--- src/rtl/arb_pkg.sv ---
// Shared definitions for the SRAM-like port arbiter:
// master IDs, arbiter FSM states and transfer size codes.
package arb_pkg;

    localparam logic ID_INST = 1'b0;
    localparam logic ID_DATA = 1'b1;

    typedef enum logic {
        IDLE   = 1'b0,
        LOCKED = 1'b1
    } arb_state_e;

    localparam logic [1:0] SIZE_BYTE = 2'd0;
    localparam logic [1:0] SIZE_HALF = 2'd1;
    localparam logic [1:0] SIZE_WORD = 2'd2;

endpackage

--- src/rtl/id_fifo.sv ---
// In-order ID FIFO recording which master owns each in-flight request.
// Ports: clk/reset (sync, active-high), i_push/i_din, i_pop,
//        o_head (oldest entry), o_full, o_empty.
module id_fifo #(
    parameter int DEPTH = 4,
    parameter int WIDTH = 1
) (
    input  logic             clk,
    input  logic             reset,
    input  logic             i_push,
    input  logic [WIDTH-1:0] i_din,
    input  logic             i_pop,
    output logic [WIDTH-1:0] o_head,
    output logic             o_full,
    output logic             o_empty
);

    localparam int AW = $clog2(DEPTH);

    logic [WIDTH-1:0] r_mem [DEPTH];
    logic [AW-1:0]    r_rd_ptr;
    logic [AW-1:0]    r_wr_ptr;
    logic [AW:0]      r_count;
    logic             w_push;
    logic             w_pop;

    assign o_full  = (r_count == (AW+1)'(DEPTH));
    assign o_empty = (r_count == '0);
    assign o_head  = r_mem[r_rd_ptr];

    // Guarded internally so a misbehaving caller cannot corrupt state.
    assign w_push = i_push & ~o_full;
    assign w_pop  = i_pop & ~o_empty;

    always_ff @(posedge clk) begin
        if (w_push) begin
            r_mem[r_wr_ptr] <= i_din;
        end
    end

    // DEPTH is a power of two, so pointer overflow is the wrap.
    always_ff @(posedge clk) begin
        if (reset) begin
            r_rd_ptr <= '0;
            r_wr_ptr <= '0;
            r_count  <= '0;
        end else begin
            if (w_push) begin
                r_wr_ptr <= r_wr_ptr + 1'b1;
            end
            if (w_pop) begin
                r_rd_ptr <= r_rd_ptr + 1'b1;
            end
            unique case ({w_push, w_pop})
                2'b10:   r_count <= r_count + 1'b1;
                2'b01:   r_count <= r_count - 1'b1;
                default: r_count <= r_count;
            endcase
        end
    end

endmodule

--- src/rtl/sram_port_arbiter.sv ---
// Shares one SRAM-like memory port between the IF (inst_*) and
// EXE/MEM (data_*) masters and routes responses back in order.
// Ports: clk/reset (sync, active-high); inst_* and data_* request
//        channels with addr_ok/data_ok/rdata; mem_* downstream port;
//        resp_err (sticky: response seen with nothing outstanding).
module sram_port_arbiter
    import arb_pkg::*;
#(
    parameter int OUTSTANDING  = 4,
    parameter int STARVE_LIMIT = 8
) (
    input  logic        clk,
    input  logic        reset,
    input  logic        inst_req,
    input  logic        inst_wr,
    input  logic [1:0]  inst_size,
    input  logic [3:0]  inst_wstrb,
    input  logic [31:0] inst_addr,
    input  logic [31:0] inst_wdata,
    output logic        inst_addr_ok,
    output logic        inst_data_ok,
    output logic [31:0] inst_rdata,
    input  logic        data_req,
    input  logic        data_wr,
    input  logic [1:0]  data_size,
    input  logic [3:0]  data_wstrb,
    input  logic [31:0] data_addr,
    input  logic [31:0] data_wdata,
    output logic        data_addr_ok,
    output logic        data_data_ok,
    output logic [31:0] data_rdata,
    output logic        mem_req,
    output logic        mem_wr,
    output logic [1:0]  mem_size,
    output logic [3:0]  mem_wstrb,
    output logic [31:0] mem_addr,
    output logic [31:0] mem_wdata,
    input  logic        mem_addr_ok,
    input  logic        mem_data_ok,
    input  logic [31:0] mem_rdata,
    output logic        resp_err
);

    localparam logic [7:0] LIMIT = 8'(STARVE_LIMIT);

    arb_state_e r_state;
    arb_state_e w_state_nxt;
    logic       r_grant_q;
    logic [7:0] r_starve_cnt;
    logic       r_resp_err;
    logic       w_sel;
    logic       w_mem_req;
    logic       w_hs;
    logic       w_starved;
    logic       w_full;
    logic       w_empty;
    logic       w_head;
    logic       w_resp;

    // Inst has waited long enough to override data priority.
    assign w_starved = inst_req & (r_starve_cnt == LIMIT);

    always_comb begin
        w_state_nxt = r_state;
        w_sel       = r_grant_q;
        w_mem_req   = 1'b0;
        unique case (r_state)
            IDLE: begin
                w_sel     = (data_req & ~w_starved) ? ID_DATA : ID_INST;
                w_mem_req = (inst_req | data_req) & ~w_full;
                if (w_mem_req & ~mem_addr_ok) begin
                    w_state_nxt = LOCKED;
                end
            end
            LOCKED: begin
                w_sel     = r_grant_q;
                w_mem_req = 1'b1;
                if (mem_addr_ok) begin
                    w_state_nxt = IDLE;
                end
            end
            default: begin
                w_state_nxt = IDLE;
            end
        endcase
    end

    always_ff @(posedge clk) begin
        if (reset) begin
            r_state   <= IDLE;
            r_grant_q <= ID_INST;
        end else begin
            r_state <= w_state_nxt;
            if (r_state == IDLE && w_mem_req && !mem_addr_ok) begin
                r_grant_q <= w_sel;
            end
        end
    end

    assign w_hs      = w_mem_req & mem_addr_ok;
    assign mem_req   = w_mem_req;
    assign mem_wr    = (w_sel == ID_DATA) ? data_wr    : inst_wr;
    assign mem_size  = (w_sel == ID_DATA) ? data_size  : inst_size;
    assign mem_wstrb = (w_sel == ID_DATA) ? data_wstrb : inst_wstrb;
    assign mem_addr  = (w_sel == ID_DATA) ? data_addr  : inst_addr;
    assign mem_wdata = (w_sel == ID_DATA) ? data_wdata : inst_wdata;

    assign inst_addr_ok = w_hs & (w_sel == ID_INST);
    assign data_addr_ok = w_hs & (w_sel == ID_DATA);

    id_fifo #(
        .DEPTH (OUTSTANDING),
        .WIDTH (1)
    ) u_id_fifo (
        .clk     (clk),
        .reset   (reset),
        .i_push  (w_hs),
        .i_din   (w_sel),
        .i_pop   (w_resp),
        .o_head  (w_head),
        .o_full  (w_full),
        .o_empty (w_empty)
    );

    assign w_resp       = mem_data_ok & ~w_empty;
    assign inst_data_ok = w_resp & (w_head == ID_INST);
    assign data_data_ok = w_resp & (w_head == ID_DATA);
    assign inst_rdata   = mem_rdata;
    assign data_rdata   = mem_rdata;

    always_ff @(posedge clk) begin
        if (reset) begin
            r_starve_cnt <= '0;
        end else if (!inst_req || inst_addr_ok) begin
            r_starve_cnt <= '0;
        end else if (r_starve_cnt != LIMIT) begin
            r_starve_cnt <= r_starve_cnt + 1'b1;
        end
    end

    always_ff @(posedge clk) begin
        if (reset) begin
            r_resp_err <= 1'b0;
        end else if (mem_data_ok && w_empty) begin
            r_resp_err <= 1'b1;
        end
    end

    assign resp_err = r_resp_err;

endmodule

--- config.mk ---
export PLATFORM = sky130hd
export DESIGN_NAME = sram_port_arbiter
export DESIGN_NICKNAME = d
export VERILOG_FILES = /design/src/rtl/arb_pkg.sv /design/src/rtl/id_fifo.sv /design/src/rtl/sram_port_arbiter.sv
export SDC_FILE = /design/constraint.sdc
export NUM_CORES = 1
export LEC_CHECK = 0
export CAP_MARGIN = 20
export CORE_AREA = 2 2 124 126
export DETAILED_ROUTE_END_ITERATION = 10
export DIE_AREA = 0 0 126 128
export PLACE_DENSITY = 0.57
export SETUP_SLACK_MARGIN = 0.5
export SLEW_MARGIN = 20
export SYNTH_ARGS = -nofsm -noshare
export SYNTH_HDL_FRONTEND = slang
export SYNTH_SLANG_ARGS = --single-unit
--- constraint.sdc ---
create_clock -name clk -period 6.8 [get_ports clk]
set_input_delay 0.68 -clock clk [delete_from_list [all_inputs] [get_ports clk]]
set_output_delay 0.68 -clock clk [all_outputs]
set_load 0.02 [all_outputs]
==> metrics.md, run 1 <==
| Metric | Value |
|---|---|
| Critical-path maximum fanout | `77` |
| I/O pins | `321` |
| Core ar. | `about 15000 um2` |
| Critical path endpoint category | `primary output` |
| Quantity of hold-fixing buffers added after cts | `0` |
| Most frequent cells in the layout | `224 x clkdlybuf4s50_1, 66 x mux2_2, 20 x dfxtp_1` |
| Sequential area share after synthesis | `20.7%` |
| Resize count post-CTS | `0` |
| Worst-margin pin slew | `between 1 and 1.5 ns` |
| Fin crit share | `approximately three fifths` |
| Syn_nets | `roughly 450` |
| Total number of vias | `roughly 2400` |
| PwrDens | `177 nW/um2` |
| Placement Setup Slack | `2.58 ns` |
| Final layout net count | `607` |
| Crit path kind | `primary input to primary output` |
| Peak VDD IR | `approximately 0.13 mV` |
| Final setup TNS | `0 ns` |
| Worst-case clock skew | `0.00510 ns` |
| Root Driver | `clkbuf_16` |
| Final Hold Vio Count | `0` |
| Outcome | `finished clean` |
| Layout Area Growth over Synthesis | `80.3%` |
| Setup repair bufs after CTS | `0` |
| Largest net degree at the start of global routing | `78` |
| Die area | `16100 um2` |
| Total Wirelength | `12.9 mm` |
| Final worst setup slack | `approximately 2.6 ns` |
| CP startpoint kind | `primary input` |
| Yosys cell types | `39` |
| Port buffer count | `between 200 and 250` |
| Wire per inst | `between 20 and 25 um` |
| Worst slew margin | `around 28%` |
| Met2 WL | `6.77 mm` |
| WL met3 | `between 1 and 1.5 mm` |
| Leak | `approximately 1.7 nW` |
| Minimum clock period | `roughly 4.2 ns` |
| Metal-1 WL | `around 4.5 mm` |
| Arrival time worst endpoint | `3.53 ns` |
| Post-Synthesis Cell Area | `~2500 um2` |
| Iter 0 DRT Violations | `47` |
| Vias in the first global route | `~2600` |
| Drt pass-1 iters | `4` |
| CTS tree | `done` |
| Max Cap Viol | `0` |
| Reg clk slew, reported paths | `roughly 0.07 ns` |
| Sink Count | `24` |
| Row Count | `between 40 and 50` |
| Yosys warnings | `0` |
| Final setup vio count | `0` |
| Starting Density | `approximately 17%` |
| Commonest non-fill, non-tap cell in the layout | `clkdlybuf4s50_1` |
| FMAX | `approximately 0.24 GHz` |
| Die width | `roughly 130 um` |
| Initial antenna violation count | `2` |
| Layout cells sized above 1 | `17.9%` |
| Congestion Overflow GR | `0` |
| Chip height | `128 um` |
| Highest metal used | `met5` |
| DR DRC count | `0` |
| Vias per cell | `between 3 and 4` |
| RSZ-0062 raised after global routing | `no` |
| H-tree depth | `1` |
| Final Max Tran Viols | `0` |
| CP Data Required Time | `around 6 ns` |
| Hold WC Path Type | `flop to flop` |
| Worst skew pair latency | `roughly 0.26 ns` |
| CTS Buf Count | `3` |
| Total GRT Usage | `around 15%` |
| GP Congestion | `0.833` |
| Fillers | `between 1500 and 2000` |
| Post-Synthesis Cells | `263` |
| Synth Register Bits | `24` |
| Post-DP HPWL | `around 11 mm` |
| First-pass GRT wire length | `17.4 mm` |
| Synth Area per Inst | `roughly 9.6 um2` |
| Worst-case clock buffer depth | `2` |
| Routed Antenna Nets | `0` |
## flip-flops by register name (all words and copies together) (netlist names), named ones only
signal,cells
resp_err,1
u_id_fifo.r_rd_ptr,2
r_grant_q,1
r_state,1
u_id_fifo.r_mem,4
r_starve_cnt,8
u_id_fifo.r_count,3
u_id_fifo.r_wr_ptr,2
## stage by stage
stage	area, um2	hold slack, ns	instances	utilization (%)	power, mW
final	4540	0.470	607	30.6	0.806
after global routing	4540	0.495	607	30.6	0.853
after detailed placement	4430	0.464	602	29.8	0.641
after global placement	4430	0.452	602	29.8	0.633
after floorplan	2520	0.452	263	-	0.471
after CTS	4540	0.479	606	30.5	0.815
## Yosys cell counts, drive strengths merged
library cell	n	area share, %
buf	72	22
mux2	71	32
dfxtp	20	16
nor2	19	2.8
inv	9	1.3
xor2	8	2.8
ha	7	3.5
a21oi	6	1.2
and2	6	1.5
nand2	5	0.75
nand3	5	0.99
edfxtp	4	4.8
xnor2	4	1.4
and3	2	0.50
nor3	2	0.40
nor3b	2	0.60
o21ai	2	0.40
o311ai	2	0.70
a21boi	1	0.30
and2b	1	0.30
and4bb	1	0.50
clkbuf	1	0.15
fa	1	0.79
mux2i	1	0.40
mux4	1	0.89
nand2b	1	0.25
nor2b	1	0.25
nor4	1	0.25
nor4b	1	0.60
o21bai	1	0.30
o31a	1	0.35
o31ai	1	0.30
or2	1	0.25
or3	1	0.25
or4b	1	0.40
## power by group
group	switching [mW]	total (mW)	internal, mW	leakage, nW
registers	0.0208	0.189	0.168	0.200
logic	0.198	0.447	0.249	1.40
clock network	0.0533	0.170	0.117	0.0511
total	0.272	0.806	0.534	1.65
## worst max-delay path, stage by stage
cell             delay (ns)
clkdlybuf4s50_1        0.49
nor4b_2                0.20
a21oi_1                0.20
or2_4                  0.86
mux2_2                 0.48
clkdlybuf4s50_1        0.57
## cell type report
class | instances | area, um2 | share of cell area (%)
inverters | 9 | 33.8 | 0.744
diodes | 1 | 2.50 | 0.0551
repair buffers | 224 | 2240 | 49.4
well taps | 188 | 235 | 5.18
clock inverters | 1 | 30.0 | 0.661
clock buffers | 3 | 75.1 | 1.65
multi-input cells | 157 | 1400 | 30.9
flip-flops and latches | 24 | 520 | 11.5
## metal layers
metal | global-route usage, % | vias to the layer above
li1 | - | 1147
met1 | 15.4 | 1078
met2 | 27.0 | 159
met3 | 6.93 | 27
met4 | 2.71 | 2
met5 | 0 | -
## final timing paths
check,from,end,slack [ns],cells past startpoint
setup reg to reg,u_id_fifo.r_count[2],u_id_fifo.r_count[2],4.32,9
setup / recovery,inst_req,mem_wdata[30],2.59,6
hold reg to reg,resp_err,resp_err,0.47,2
hold / removal,resp_err,resp_err,0.47,2
## logic make-up after synthesis
group | synth area share [%]
AND/OR/NAND/NOR | 10.6
multiplexers | 33.0
adder cells (fa/ha/maj) | 4.27
flip-flops | 20.7
XOR/XNOR | 4.17
AO/OA/AOI/OAI | 3.53
buffers and inverters | 23.7
(Power assumes the default switching activity.)
==> run 2, diff against run 1 <==
Settings changed: CORE_AREA 2 2 124 126 to 2 2 125 127, DIE_AREA 0 0 126 128 to 0 0 127 129, PLACE_DENSITY 0.57 to 0.56.
Clock period 6.8 ns to 3.9 ns, I/O delays scaled along.
==> metrics.md, run 2 (synthesized netlist as in run 1, its figures left out) <==
| Metric | Value |
|---|---|
| Largest register FFs | `8 (unchanged)` |
| FF/Latch Area | `520 um2 (unchanged)` |
| Routed Antenna Nets | `0 (unchanged)` |
| Critical path's slowest cell | `clkdlybuf4s50_1` |
| CP Data Required Time | `3.51 ns (-2.61 ns)` |
| H-tree depth | `1 (unchanged)` |
| Layout Area Growth over Synthesis | `80.6%` |
| Starting Density | `16.8% (-0.13 points)` |
| Worst slew margin | `34.0% (+5.9 points)` |
| Worst-case clock skew | `0.00261 ns (-0.00249 ns)` |
| Congestion Overflow GR | `0 (unchanged)` |
| ANT cells | `0 (-1)` |
| Worst-margin pin slew | `0.975 ns (-0.104 ns)` |
| Hold WC Path Type | `flop to flop` |
| Resize count post-CTS | `0 (unchanged)` |
| Arrival time worst endpoint | `2.88 ns (-0.65 ns)` |
| Most frequent cells in the layout | `224 x clkdlybuf4s50_1, 66 x mux2_2, 20 x dfxtp_1` |
| Layout cells sized above 1 | `18.3% (+0.35 points)` |
| Util after Layout | `30.4% (-0.19 points)` |
| CP startpoint kind | `flop` |
| Fillers | `1550 (-0.19%)` |
| Wire per inst | `16.7 um (-21%)` |
| Leak | `1.66 nW (+0.37%)` |
| Iter 0 DRT Violations | `70 (+49%)` |
| Peak VDD IR | `0.151 mV (+13%)` |
| Final layout net count | `610 (+0.49%)` |
| R2r setup slk | `1.49 ns (-2.83 ns)` |
| Final setup vio count | `0 (unchanged)` |
| GP Congestion | `0.782 (-6.2%)` |
| CP max stage delay | `0.60 ns (-0.26 ns)` |
| Placement Setup Slack | `0.694 ns (-1.89 ns)` |
| Final Hold Vio Count | `0 (unchanged)` |
| Root Driver | `clkbuf_16` |
| Drt pass-1 iters | `4 (unchanged)` |
| Core ar. | `15000 um2 (+0.76%)` |
| Die width | `127 um (+0.79%)` |
| Max Cap Viol | `0 (unchanged)` |
| Commonest non-fill, non-tap cell in the layout | `clkdlybuf4s50_1` |
| Sink Count | `24 (unchanged)` |
| I/O pins | `321 (unchanged)` |
| FMAX | `roughly 0.31 GHz` |
| Vias per cell | `3.86 (-2.9%)` |
| DR DRC count | `0 (unchanged)` |
| Critical path endpoint category | `primary output` |
| Minimum clock period | `approximately 3.3 ns` |
| Initial antenna violation count | `0 (-2)` |
| Total number of vias | `2350 (-2.6%)` |
| Crit-path cells | `inv_1 > ha_1 > and4bb_2 > a21oi_1 > or2_4 > buf_4 > mux2_2 > clkdlybuf4s50_1` |
| Vias in the first global route | `2453 (-5.2%)` |
| RSZ-0062 raised after global routing | `no` |
| Total Wirelength | `10.2 mm (-21%)` |
| Final Max Tran Viols | `0 (unchanged)` |
| Outcome | `finished clean` |
| CTS Buf Count | `3 (unchanged)` |
| Smallest hold slack | `0.499 ns (+0.0291 ns)` |
| Critical-path maximum fanout | `35 (-55%)` |
| Multi-input logic area | `1400 um2 (unchanged)` |
| CTS tree | `done` |
| Die area | `16400 um2 (+1.6%)` |
| Largest net degree at the start of global routing | `43 (-45%)` |
| Largest regs | `r_starve_cnt (8), u_id_fifo.r_mem (4), u_id_fifo.r_count (3)` |
| Reg with most FFs | `r_starve_cnt` |
| Quantity of hold-fixing buffers added after cts | `0 (unchanged)` |
| Setup repair bufs after CTS | `0 (unchanged)` |
| PwrDens | `289 nW/um2 (+63%)` |
| First-pass GRT wire length | `14.0 mm (-19%)` |
| Total GRT Usage | `11.2% (-3.5 points)` |
| Cells after DPL | `605 (+0.50%)` |
| Worst-case clock buffer depth | `2 (unchanged)` |
| Chip height | `129 um (+0.78%)` |
| Fin crit share | `a little over four fifths` |
| Post-DP HPWL | `8.73 mm (-22%)` |
| Final setup TNS | `0 ns (unchanged)` |
| Reg clk slew, reported paths | `0.06 ns (about the same)` |
| Post-route insts no fill | `609 (+0.33%)` |
| Port buffer count | `224 (unchanged)` |
| Final worst setup slack | `0.633 ns (-1.95 ns)` |
| Row Count | `45 (unchanged)` |
| Crit path kind | `flop to primary output` |
| Worst skew pair latency | `0.26 ns (about the same)` |
-- run 2: changes by cell type in the layout (fill, tap and decap cells not counted), sizes merged --
| cell | previous run | this run |
|---|---|---|
| diode | 1 | 0 |
| buf | 0 | 3 |
| bufinv | 1 | 0 |
| clkinv | 0 | 1 |
-- run 2: power by group --
part           switching [mW]  leakage (nW)  internal [mW]  total, mW
registers              0.0349         0.200          0.293      0.328
logic                   0.325          1.42          0.440      0.765
clock network          0.0858        0.0385          0.137      0.223
total                   0.446          1.66          0.871       1.32
-- run 2: critical path, delay by kind of cell (launching register included) --
family,cells,cell delay (ns)
buffers and inverters,3,1.05
and+or+nand+nor,2,0.41
muxes,1,0.39
DFF,1,0.38
adders and majority gates,1,0.18
AOI/OAI and AO/OA,1,0.17
-- run 2: cell type report --
| type | instances | share of cell area (%) |
|---|---|---|
| Clock inverter | 1 | 0.0825 |
| Timing Repair Buffer | 227 | 50.1 |
| Sequential cell | 24 | 11.4 |
| Tap cell | 188 | 5.17 |
| Multi-Input combinational cell | 157 | 30.8 |
| Clock buffer | 3 | 1.65 |
| Inverter | 9 | 0.743 |
-- run 2: metal layers --
metal | global-route usage [%] | wire length [um] | part of all wire [%] | up-vias
met3 | 3.49 | 939 | 9.2 | 26
met1 | 13.3 | 4020 | 39 | 1038
met4 | 2.26 | 133 | 1.3 | 0
met5 | 0 | 0 | 0 | -
met2 | 19.8 | 5100 | 50 | 135
li1 | - | - | - | 1151
-- run 2: path summary, 6_finish.rpt --
path                             start              endpoint  cells after the start
setup / recovery       r_starve_cnt[0]          mem_wstrb[3]                      8
setup reg to reg  u_id_fifo.r_count[2]  u_id_fifo.r_count[2]                      9
hold / removal               r_grant_q             r_grant_q                      2
hold reg to reg              r_grant_q             r_grant_q                      2
-- run 2: through the flow --
step / power (mW) / instance area (um2)
floorplan: 0.821 / 2520
global placement: 1.09 / 4470
detailed placement: 1.10 / 4470
CTS: 1.33 / 4550
global route: 1.41 / 4550
finish: 1.32 / 4550
